<file path="src/rtl/fifo_wr_arbiter.sv">
// fifo_wr_arbiter: round-robin write arbiter in front of one dfifo write port.
// NREQ producers compete for the port. The winner keeps the port for a burst
// of up to MAXBURST words. The block never writes while fifo_full is high.
//
// Handshake: req[i] acts as "valid". gnt[i] acts as "ready" and is combinational.
// A word moves on the posedge where req[i] & gnt[i]. Producer i holds its din
// slice stable while req[i] is high. It may change the slice only after that
// posedge.
//
// Ports:
//   clk        clock, all state on posedge
//   rst        asynchronous reset, active-low
//   req        per-requester word-available flags
//   din        flattened requester data, slice i = din[i*DW +: DW]
//   gnt        one-hot/zero grant (combinational, forced 0 in reset)
//   fifo_full  FIFO full flag
//   fifo_we    registered FIFO write enable
//   fifo_din   registered FIFO write data
//   owner      current / last burst owner
//   busy       1 while the FSM is in BURST (this is the FSM state)
module fifo_wr_arbiter #(
  parameter int NREQ     = 4,
  parameter int DW       = 4,
  parameter int MAXBURST = 4,
  localparam int PW      = (NREQ > 1) ? $clog2(NREQ) : 1,
  localparam int CW      = $clog2(MAXBURST + 1)
) (
  input  logic               clk,
  input  logic               rst,
  input  logic [NREQ-1:0]    req,
  input  logic [NREQ*DW-1:0] din,
  output logic [NREQ-1:0]    gnt,
  input  logic               fifo_full,
  output logic               fifo_we,
  output logic [DW-1:0]      fifo_din,
  output logic [PW-1:0]      owner,
  output logic               busy
);

  typedef enum logic {
    S_IDLE  = 1'b0,
    S_BURST = 1'b1
  } state_t;

  state_t          r_state, w_state_nxt;
  logic [PW-1:0]   r_ptr, w_ptr_nxt;
  logic [PW-1:0]   r_owner, w_owner_nxt;
  logic [CW-1:0]   r_cnt, w_cnt_nxt;
  logic            r_fifo_we;
  logic [DW-1:0]   r_fifo_din;

  logic [PW-1:0]   w_win;
  logic            w_any;
  logic [PW-1:0]   w_idx;
  logic            w_xfer;
  logic [PW-1:0]   w_sel;

  // (a + k) mod NREQ. This is correct for NREQ values that are not powers of two.
  function automatic logic [PW-1:0] wrap_add(input logic [PW-1:0] a, input int k);
    int s;
    s = int'(a) + k;
    return PW'(s % NREQ);
  endfunction

  // Round-robin search starting at r_ptr. The scan runs from the farthest
  // offset to the nearest one, so the nearest requester is assigned last and wins.
  always_comb begin
    w_win = '0;
    w_any = 1'b0;
    w_idx = '0;
    for (int k = NREQ - 1; k >= 0; k--) begin
      w_idx = wrap_add(r_ptr, k);
      if (req[w_idx]) begin
        w_any = 1'b1;
        w_win = w_idx;
      end
    end
  end

  assign w_xfer = |(gnt & req);
  assign w_sel  = (r_state == S_IDLE) ? w_win : r_owner;

  // State register
  always_ff @(posedge clk or negedge rst) begin
    if (!rst) begin
      r_state <= S_IDLE;
      r_ptr   <= '0;
      r_owner <= '0;
      r_cnt   <= '0;
    end else begin
      r_state <= w_state_nxt;
      r_ptr   <= w_ptr_nxt;
      r_owner <= w_owner_nxt;
      r_cnt   <= w_cnt_nxt;
    end
  end

  // Next-state logic
  always_comb begin
    w_state_nxt = r_state;
    w_ptr_nxt   = r_ptr;
    w_owner_nxt = r_owner;
    w_cnt_nxt   = r_cnt;
    case (r_state)
      S_IDLE: begin
        if (w_xfer) begin
          w_owner_nxt = w_win;
          if (MAXBURST == 1) begin
            // A single-word burst ends on the same edge that starts it.
            w_ptr_nxt = wrap_add(w_win, 1);
          end else begin
            w_state_nxt = S_BURST;
            w_cnt_nxt   = CW'(1);
          end
        end
      end
      S_BURST: begin
        // A dropped request ends the burst even while the FIFO is full.
        if (!req[r_owner] || (w_xfer && (r_cnt == CW'(MAXBURST - 1)))) begin
          w_state_nxt = S_IDLE;
          w_ptr_nxt   = wrap_add(r_owner, 1);
          w_cnt_nxt   = '0;
        end else if (w_xfer) begin
          w_cnt_nxt = r_cnt + 1'b1;
        end
      end
      default: w_state_nxt = S_IDLE;
    endcase
  end

  // Output logic. The grant is gated by rst so it drops at once on reset.
  always_comb begin
    gnt = '0;
    if (rst && !fifo_full) begin
      if (r_state == S_IDLE) begin
        if (w_any) gnt[w_win] = 1'b1;
      end else begin
        gnt[r_owner] = req[r_owner];
      end
    end
    busy  = (r_state == S_BURST);
    owner = r_owner;
  end

  // FIFO write register. The FIFO samples this on the following negedge.
  always_ff @(posedge clk or negedge rst) begin
    if (!rst) begin
      r_fifo_we  <= 1'b0;
      r_fifo_din <= '0;
    end else begin
      r_fifo_we <= w_xfer;
      if (w_xfer) r_fifo_din <= din[w_sel*DW +: DW];
    end
  end

  assign fifo_we  = r_fifo_we;
  assign fifo_din = r_fifo_din;

endmodule

</file>
<file path="config.mk">
export PLATFORM = sky130hd
export DESIGN_NAME = fifo_wr_arbiter
export DESIGN_NICKNAME = d
export VERILOG_FILES = /design/src/rtl/fifo_wr_arbiter.sv
export SDC_FILE = /design/constraint.sdc
export NUM_CORES = 1
export LEC_CHECK = 0
export BUFFER_PORTS_ARGS = -buffer_cell sky130_fd_sc_hd__buf_2
export CORE_ASPECT_RATIO = 0.9
export CORE_MARGIN = 10
export CORE_UTILIZATION = 55
export CTS_CLUSTER_DIAMETER = 30
export DETAILED_ROUTE_END_ITERATION = 16
export HOLD_SLACK_MARGIN = 0.15
export MAX_ROUTING_LAYER = met4
export PLACE_DENSITY = 0.94
export SETUP_SLACK_MARGIN = 0.05
export SLEW_MARGIN = 15
export SYNTH_ARGS = -nofsm -noshare
export SYNTH_HDL_FRONTEND = slang
export SYNTH_SLANG_ARGS = --single-unit
</file>
<file path="constraint.sdc">
create_clock -name clk -period 2.8 [get_ports clk]
set_input_delay 0 -clock clk [delete_from_list [all_inputs] [get_ports clk]]
set_output_delay 0 -clock clk [all_outputs]
set_load 0.1 [all_outputs]
</file>
==> flow_summary.json <==
{
  "status": "completed",
  "dp.cells": 188,
  "tns_ps": 0,
  "crit_type": "reg -> reg",
  "max-vdd-ir-drop_v": 0.000985,
  "io_pins": 35,
  "max_slew_margin_pct": 59.1,
  "hold_viol": 0,
  "worstPathMaxFanout": 10,
  "crit_path_end_kind": "flop",
  "dp_hpwl_mm": 2.72,
  "area_delta_synth_final_pct": 21.7,
  "grt_max_degree": 14,
  "drive_gt1_share_pct": 28.9,
  "fin_cells": 198,
  "path_buf_inv": 2,
  "synthFlopType": "dfrtp_1",
  "path_clk_slew_ps": 80,
  "p_per_area_mw_per_mm2": 1160,
  "yosysWarnings": 0,
  "synth_area_mm2": 0.00116,
  "floorplan.initialDensity_pct": 58.9,
  "num_vias": 1278,
  "htreeDepth": 1,
  "port_buffers": 34,
  "place_congestion": 0.895,
  "synth_edf_count": 0,
  "period_share_pct": 90.7,
  "ant_nets": 0,
  "grt_pass1_wl_mm": 5.53,
  "fill_cells": 161,
  "track_usage_pct": 16.4,
  "post_cts_buffers": 0,
  "floorplan.die_area_mm2": 0.00435,
  "nNetsFinal": 203,
  "max-cap-violations": 0,
  "slew_viol_final": 0,
  "synth-seq-cells": 13,
  "dr.pass1.iters": 6,
  "fp.dieW_um": 68.4,
  "n_antenna_cell": 0,
  "cp.arrival_ps": 2690,
  "routed_wl_mm": 3.61,
  "syn-mean-instance-area_um2": 8.60,
  "leakage_nw": 0.667,
  "reg2reg_slack_ps": 260,
  "min_path_type": "in -> reg",
  "cp_slowest_cell": "a221oi_2",
  "worst_skew_pair.late_latency_ps": 280,
  "clock_sinks": 13,
  "rsz0062_at_grt": "no",
  "clk_path_buf_depth": 2,
  "numCtsBuffers": 3,
  "grt_antenna_before_repair": 0,
  "tightest_slew_ps": 610,
  "setup_viol": 0,
  "crit_family": "compound AO/OA/AOI/OAI gates",
  "async_reset_ff_share_pct": 100,
  "period_needed_ps": 2540,
  "drt-initial-drc-count": 197,
  "cts_tree": "done",
  "routedWlPerCell_um": 18.2,
  "synthesis.nets": 164,
  "synthCells": 135,
  "cp_cell_sequence": "inv_1 -> a221oi_2 -> a32oi_1 -> a221oi_1 -> o31ai_1 -> dlygate4sd3_1",
  "max_freq_ghz": 0.394,
  "grt_overflow_total": 0,
  "die_h_um": 63.6,
  "cp.required_ps": 2960,
  "cts_root_buf": "clkbuf_4",
  "yosysUniqueCellTypes": 41,
  "start_kind": "flop",
  "grt_pass1_vias": 1224,
  "drc": 0,
  "max_stage_delay_ps": 580,
  "via_per_inst": 6.45,
  "core.rowCount": 15,
  "finClkSkew_ps": 10.3,
  "seq_area_frac_synth_pct": 28.0,
  "coreArea_mm2": 0.00197
}
-- logic make-up (layout without fill, tap and decap cells) --
group,count (synthesis),in the layout,share of synthesized area (%)
mux,7,7,7.22
flops,13,13,28.0
fa+ha+maj,6,6,6.47
buf+inv,17,55,8.30
compound gates,47,47,31.3
simple gates,45,45,18.8
-- per-stage QoR --
stage | power (mW) | util (%) | area (um2) | setup WS [ps] | hold WS [ps]
after global placement | 1.44 | 67.2 | 1330 | 688 | -92.2
after global routing | 1.74 | 71.7 | 1410 | 107 | 179
after floorplan | 1.30 | - | 1170 | 129 | -296
after detailed placement | 1.49 | 67.2 | 1330 | 563 | -86.7
final | 1.64 | 71.7 | 1410 | 262 | 155
after CTS | 1.63 | 71.6 | 1410 | 196 | 152
-- power by group --
group | switching (mW) | internal [mW] | total (mW)
Clock | 0.0593 | 0.0553 | 0.115
Combinational | 0.832 | 0.312 | 1.14
Sequential | 0.126 | 0.261 | 0.387
Total | 1.02 | 0.628 | 1.64
-- final timing paths --
path                                              start                       to  cells after the start
worst max-delay path               r_ptr[1]$_DFFE_PN0P_  fifo_din[0]$_DFFE_PN0P_                      6
worst min-delay path                            din[11]  fifo_din[3]$_DFFE_PN0P_                      3
worst max register to register     r_ptr[1]$_DFFE_PN0P_  fifo_din[0]$_DFFE_PN0P_                      6
worst min register to register  fifo_din[3]$_DFFE_PN0P_  fifo_din[3]$_DFFE_PN0P_                      2
max in group asynchronous                           rst     owner[0]$_DFFE_PN0P_                      3
min in group asynchronous                           rst     r_ptr[0]$_DFFE_PN0P_                      3
-- worst min-delay path: stages --
cell and delay [ps]:
buf_2 100, a221oi_1 70, o31ai_1 220
-- registers in the layout, indices dropped and copies added, names as in the netlist --
register	flops
busy	1
fifo_din	4
r_cnt	3
r_ptr	2
fifo_we	1
owner	2
-- cells in the mapped netlist (2+ instances only) --
master    number  area (um2)
nand2b_1       3        18.8
nand2_1       23        86.3
nor2b_1        2        12.5
nand3_1        3        15.0
nor2_1         5        18.8
a31oi_1        6        37.5
a22o_1         4        35.0
a211oi_1       4        30.0
a21oi_1        5        25.0
mux2i_1        5        50.1
buf_2          3        15.0
and3_1         2        12.5
inv_1          9        33.8
ha_1           6        75.1
a221oi_1       4        35.0
o31ai_1        4        30.0
o21ai_0        7        35.0
dfrtp_1       13         325
a32oi_1        5        43.8
-- per-layer routing --
| metal | wire (um) | up-vias | GRT usage [%] |
|---|---|---|---|
| met1 | 1370 | 605 | 18.7 |
| met2 | 1810 | 76 | 26.0 |
| li1 | - | 585 | - |
| met5 | 0 | - | - |
| met3 | 373 | 12 | 6.01 |
| met4 | 61 | 0 | 4.27 |
-- cell usage in the layout, fill, tap and decap left out, drive strengths merged, types with 6 or more instances in the layout --
cell type / netlist / layout
o21ai: 7 / 7
a31oi: 6 / 6
nor2: 6 / 6
dfrtp: 13 / 13
nand2: 23 / 23
inv: 10 / 10
buf: 5 / 34
ha: 6 / 6
dlygate4sd3: 0 / 6
-- cell type report --
type | count | area (um2) | area share (%)
tap | 25 | 31.3 | 2.21
sequential | 13 | 327 | 23.1
inverter | 11 | 46.3 | 3.28
timing repair buffer | 40 | 230 | 16.3
clock buffer | 4 | 26.3 | 1.86
multi-input combinational | 105 | 752 | 53.2
-- timing repair --
action,CTS,global route
hold buffers,6,0
setup endpoints to repair,0,1
resized for setup,0,1
endpoints found under the hold margin,16,0
Power figures use the tool's default switching activity.
